<file path="config.mk">
export PLATFORM = sky130hd
export DESIGN_NAME = dmem_req_ctrl
export DESIGN_NICKNAME = d
export VERILOG_FILES = /design/src/rtl/dmem_req_ctrl.sv
export SDC_FILE = /design/constraint.sdc
export NUM_CORES = 1
export LEC_CHECK = 0
export CELL_PAD_IN_SITES_DETAIL_PLACEMENT = 0
export CELL_PAD_IN_SITES_GLOBAL_PLACEMENT = 1
export CORE_AREA = 3 3 284 286
export CTS_CLUSTER_SIZE = 16
export DETAILED_ROUTE_END_ITERATION = 7
export DIE_AREA = 0 0 287 289
export DONT_BUFFER_PORTS = 1
export GPL_ROUTABILITY_DRIVEN = 0
export PLACE_DENSITY = 0.52
export SYNTH_ARGS = -nofsm -noshare
export SYNTH_HDL_FRONTEND = slang
export SYNTH_SLANG_ARGS = --single-unit
</file>
<file path="constraint.sdc">
create_clock -name i_clk -period 20.1 [get_ports i_clk]
set_clock_uncertainty 0.1 [all_clocks]
set_input_delay 2.01 -clock i_clk [delete_from_list [all_inputs] [get_ports i_clk]]
set_output_delay 2.01 -clock i_clk [all_outputs]
set_load 0.05 [all_outputs]
</file>
<file path="src/rtl/dmem_req_ctrl.sv">
// dmem_req_ctrl: D-side write buffer and line-refill arbiter onto the memory channels (optional WB_BYPASS_EN)
module dmem_req_ctrl #(
    parameter int DATA_WIDTH       = 32,
    parameter int ADDR_WIDTH       = 32,
    parameter int CACHE_LINE_WIDTH = 256,
    parameter int WB_DEPTH         = 4
) (
    input  logic                        i_clk,
    input  logic                        i_rst_n,
    input  logic                        i_refill_req,
    input  logic [ADDR_WIDTH-1:0]       i_refill_addr,
    output logic                        o_refill_done,
    output logic [CACHE_LINE_WIDTH-1:0] o_refill_line,
    input  logic                        i_store_valid,
    output logic                        o_store_ready,
    input  logic [ADDR_WIDTH-1:0]       i_store_addr,
    input  logic [DATA_WIDTH-1:0]       i_store_data,
    input  logic [7:0]                  i_store_strobe,
    output logic                        o_wb_empty,
    output logic                        o_mem_read_req,
    output logic [ADDR_WIDTH-1:0]       o_mem_read_address,
    input  logic                        i_mem_read_done,
    input  logic [CACHE_LINE_WIDTH-1:0] i_cache_line,
    output logic                        o_mem_write_valid,
    output logic [ADDR_WIDTH-1:0]       o_mem_write_address,
    output logic [DATA_WIDTH-1:0]       o_mem_write_data,
    output logic [7:0]                  o_write_strobe,
    input  logic                        i_mem_write_done
);
    localparam int LOFF = $clog2(CACHE_LINE_WIDTH / 8);
    localparam int PW = $clog2(WB_DEPTH);
    localparam int CW = PW + 1;
    localparam logic [CW-1:0] FULL = CW'(WB_DEPTH);
    typedef enum logic [1:0] {IDLE, WR, RD, RESP} state_t;
    state_t r_state, w_next;
    logic [ADDR_WIDTH-1:0] r_fifo_addr [WB_DEPTH];
    logic [DATA_WIDTH-1:0] r_fifo_data [WB_DEPTH];
    logic [7:0]            r_fifo_strb [WB_DEPTH];
    logic [PW-1:0]         r_wptr, r_rptr;
    logic [CW-1:0]         r_count;
    logic                  w_push, w_pop, w_refill_ok, w_unused;
    assign o_store_ready = r_count != FULL;
    assign o_wb_empty    = (r_count == '0) & (r_state != WR);
    assign w_push        = i_store_valid & o_store_ready;
    assign w_pop         = (r_state == WR) & i_mem_write_done;
    assign w_unused      = ^i_refill_addr[LOFF-1:0];
`ifdef WB_BYPASS_EN
    logic [WB_DEPTH-1:0] w_hit;
    for (genvar i = 0; i < WB_DEPTH; i++) begin : g_hit
        logic [PW-1:0] w_off;
        assign w_off    = PW'(i) - r_rptr;
        assign w_hit[i] = ({1'b0, w_off} < r_count) &
                          (r_fifo_addr[i][ADDR_WIDTH-1:LOFF] == i_refill_addr[ADDR_WIDTH-1:LOFF]);
    end
    assign w_refill_ok = ~|w_hit;
`else
    assign w_refill_ok = r_count == '0;
`endif
    // next state: refill wins ties when it is safe w.r.t. buffered stores
    always_comb begin
        w_next = r_state;
        case (r_state)
            IDLE:    w_next = (i_refill_req & w_refill_ok) ? RD : (r_count != '0) ? WR : IDLE;
            WR:      w_next = i_mem_write_done ? IDLE : WR;
            RD:      w_next = i_mem_read_done ? RESP : RD;
            default: w_next = IDLE;
        endcase
    end
    // state register
    always_ff @(posedge i_clk or negedge i_rst_n) begin
        if (!i_rst_n) r_state <= IDLE;
        else          r_state <= w_next;
    end
    // write-buffer pointers and occupancy
    always_ff @(posedge i_clk or negedge i_rst_n) begin
        if (!i_rst_n) begin
            r_wptr  <= '0;
            r_rptr  <= '0;
            r_count <= '0;
        end else begin
            r_wptr  <= r_wptr + PW'(w_push);
            r_rptr  <= r_rptr + PW'(w_pop);
            r_count <= r_count + CW'(w_push) - CW'(w_pop);
        end
    end
    // write-buffer storage needs no reset: occupancy gates every read
    always_ff @(posedge i_clk) begin
        if (w_push) begin
            r_fifo_addr[r_wptr] <= i_store_addr;
            r_fifo_data[r_wptr] <= i_store_data;
            r_fifo_strb[r_wptr] <= i_store_strobe;
        end
    end
    // registered memory-side and cache-side outputs, loaded on state entry
    always_ff @(posedge i_clk or negedge i_rst_n) begin
        if (!i_rst_n) begin
            o_mem_read_req      <= 1'b0;
            o_mem_write_valid   <= 1'b0;
            o_refill_done       <= 1'b0;
            o_mem_read_address  <= '0;
            o_mem_write_address <= '0;
            o_mem_write_data    <= '0;
            o_write_strobe      <= '0;
            o_refill_line       <= '0;
        end else begin
            o_mem_read_req    <= w_next == RD;
            o_mem_write_valid <= w_next == WR;
            o_refill_done     <= w_next == RESP;
            if (r_state == IDLE && w_next == RD)
                o_mem_read_address <= {i_refill_addr[ADDR_WIDTH-1:LOFF], {LOFF{1'b0}}};
            if (r_state == IDLE && w_next == WR) begin
                o_mem_write_address <= r_fifo_addr[r_rptr];
                o_mem_write_data    <= r_fifo_data[r_rptr];
                o_write_strobe      <= r_fifo_strb[r_rptr];
            end
            if (r_state == RD && i_mem_read_done)
                o_refill_line <= i_cache_line;
        end
    end
endmodule

</file>
==> impl_results.md <==
- Slowest-stage cell, CP: buf_4
- Top cell type's share of synthesized area: a little under two fifths
- WP data arrival: around 4700 ps
- Synth warn: 0
- Row cnt: 103
- Worst Path Max Fanout: between 60 and 70
- CP peak stage delay: between 700 and 800 ps
- Synth area leaders: dfrtp_1 (38%), edfxtp_1 (36%), mux2_2 (16%)
- Setup Buffers After CTS: 0
- Initial core utilization: 30.9%
- Hold-fix buffers at CTS: 0
- Buffer levels on the longest clock path: 3
- Wire length per cell: approximately 32 µm
- Period utilization: 21.4%
- Worst slew pin tran: around 1200 ps
- Max cap viols: 0
- FF+latch area: around 18,000 µm²
- Worst r2r path cells: 5
- Nets: roughly 1,600
- Buffers and inverters on the worst path: 2
- Syn-to-layout area delta: 14.2%
- Grt total ovfl: 0
- R2R setup slack: approximately 17,000 ps
- DP HPWL: 54,400 µm
- H-tree levels: 3
- Post-synthesis cell type count: 31
- Die height: around 290 µm
- Gr usage total: 17.4%
- Setup TNS: 0 ps
- Ranking of synthesized cells by instance count: dfrtp_1 (367), mux2_2 (340), edfxtp_1 (288)
- Slew Limit Fails: 0
- Pin count of the biggest net entering global routing: between 300 and 400
- CTS buffer count: 76
- Synth Area per Inst: 20.6 µm²
- Core area: about 80,000 µm²
- Routed vias: roughly 11,000
- # DRC: 0
- EDFF count, synth: 288
- Hold Fails Final Rpt: 0
- # setup viols final: 0
- Via-to-Cell Ratio: about 4.8
- Slew headroom: 22.1%
- Post-DRT Antenna Nets: 0
- Hold path cells: 1
- TritonCTS clock tree: yes
- Hold/Removal Path Class: flop to flop
- Antenna violations before repair: 33
- Number of global-route vias before repair: around 12,000
- Root buf cell: clkbuf_16
- Final Critical Period: around 4300 ps
- Sequential fraction of the synthesis area: roughly three quarters
- Achievable Freq: around 230 MHz
- Dominant synthesized flop cell: dfrtp_1
- Crit path cell chain: nand3_4 -> buf_4 -> buf_4 -> mux2_2
- Detailed Routing Iterations Pass 1: 4
- Clock Latency Late Sink: roughly 630 ps
- Reg2reg end: o_refill_line[233]$_DFFE_PN0N_
- Crit. End Element: flop
- Most used cell, CP: buf_4
- Final wirelength: between 70,000 and 80,000 µm
- Required @ worst endpoint: 20,470 ps
- Top-count cell post-synth: dfrtp_1
- Die area: between 80,000 and 90,000 µm²
- 1st-iter DRT viols: 563
- Area leader, netlist: dfrtp_1
- Area of the multi-input gates: between 5000 and 6000 µm²
- Share of layout cells above drive strength 1: a little over two fifths
- #FFs+latches synth: between 600 and 700
- CTS Sinks: between 600 and 700
- RSZ-0062 raised after global routing: false
- Ports: 731
- Worst setup path endpoint: o_refill_line[233]$_DFFE_PN0N_
- Worst setup path startpoint: i_mem_read_done
- CTS clk-pin slew, worst paths: ~60 ps
- Critical path startpoint category: input port
- Share of synthesized registers carrying an async set or reset: between 50% and 60%
- IO buf count: 0
- Crit path max-delay family: buffers and inverters
- Post-Syn Area: about 24,000 µm²
- FF-to-FF Start: r_state[0]$_DFF_PN0_
- Gate count after technology mapping: ~1,200
- FILL cells: between 7,000 and 8,000
- Status: completed
- Setup Crit Path Kind: input port to flop
- Die Span X: roughly 290 µm
- Critical path depth: 4
- Cts repair resizes: 0
- First-pass GRT wire length: about 99,000 µm
layout by cell type (no fill, tap or decap), drive strengths merged, types with 2 or more instances in the layout:
cell type	netlist	layout
a21oi	2	2
and3	2	2
buf	53	14
bufinv	0	2
clkbuf	6	106
clkinv	0	23
clkinvlp	0	5
conb	1	5
dfrtp	367	367
diode	0	8
edfxtp	288	288
ha	4	4
inv	7	8
mux2	355	355
mux4	72	72
nand2	2	2
nand3	2	2
nor2	4	4
nor3	2	2
nor3b	2	2
xnor2	2	2
xor2	2	2
flip-flops by register name, summed over array words and instances (netlist names):
register	cells
o_mem_read_address	27
o_mem_read_req	1
o_mem_write_address	32
o_mem_write_data	32
o_mem_write_valid	1
o_refill_done	1
o_refill_line	256
o_write_strobe	8
r_count	3
r_fifo_addr	128
r_fifo_data	128
r_fifo_strb	32
r_rptr	2
r_state	2
r_wptr	2
worst min-delay path by stage:
stage,from,to
2_1_floorplan,r_wptr[1]$_DFF_PN0_,r_wptr[1]$_DFF_PN0_
6_report,r_wptr[1]$_DFF_PN0_,r_wptr[1]$_DFF_PN0_
3_3_place_gp,r_wptr[1]$_DFF_PN0_,r_wptr[1]$_DFF_PN0_
5_1_grt,r_count[0]$_DFF_PN0_,r_count[0]$_DFF_PN0_
3_5_place_dp,r_count[0]$_DFF_PN0_,r_count[0]$_DFF_PN0_
4_1_cts,r_count[0]$_DFF_PN0_,r_count[0]$_DFF_PN0_
layer usage:
| metal | wire [µm] | up-vias | part of all wire, % | track usage, % |
|---|---|---|---|---|
| met5 | 147 | - | 0.19 | 0 |
| met4 | 1810 | 22 | 2.4 | 4.16 |
| met3 | 9800 | 127 | 13 | 10.3 |
| met2 | 38700 | 499 | 51 | 30.3 |
| met1 | 25000 | 5991 | 33 | 17.9 |
| li1 | - | 4566 | - | - |
cells by family (layout without fill, tap and decap cells):
logic type | Yosys count | in the layout | synth area share (%)
AO/OA/AOI/OAI | 5 | 5 | 0.134
multiplexers | 427 | 427 | 23.1
flip-flops | 655 | 655 | 73.4
AND/OR/NAND/NOR | 17 | 17 | 0.561
adder cells (fa/ha/maj) | 5 | 5 | 0.288
XOR/XNOR | 4 | 4 | 0.144
other | 1 | 13 | 0.0154
buffers and inverters | 66 | 158 | 2.37
metrics by stage:
| step | utilization [%] | setup WS, ps | area (µm²) | instances | hold WS (ps) |
|---|---|---|---|---|---|
| finish | 35.3 | 15810 | 27700 | 2334 | 480 |
| detailed placement | 32.1 | 15130 | 25200 | 2189 | 460 |
| global route | 35.3 | 15650 | 27700 | 2326 | 497 |
| floorplan | - | 11970 | 24300 | 1184 | 388 |
| CTS | 35.3 | 15780 | 27700 | 2326 | 475 |
| global placement | 32.1 | 15190 | 25200 | 2189 | 452 |
area by class of cell:
type,count,share of cell area (%)
inverters,7,0.0947
clock buffers,106,7.74
multi-input cells,463,21.4
repair buffers,14,0.379
well taps,1050,4.73
diodes,8,0.0721
clock inverters,31,1.31
flip-flops and latches,655,64.3
Power is left out: the tool's default activity adds up to more than one toggle a clock period on the data nets, which glitch-free logic cannot reach.
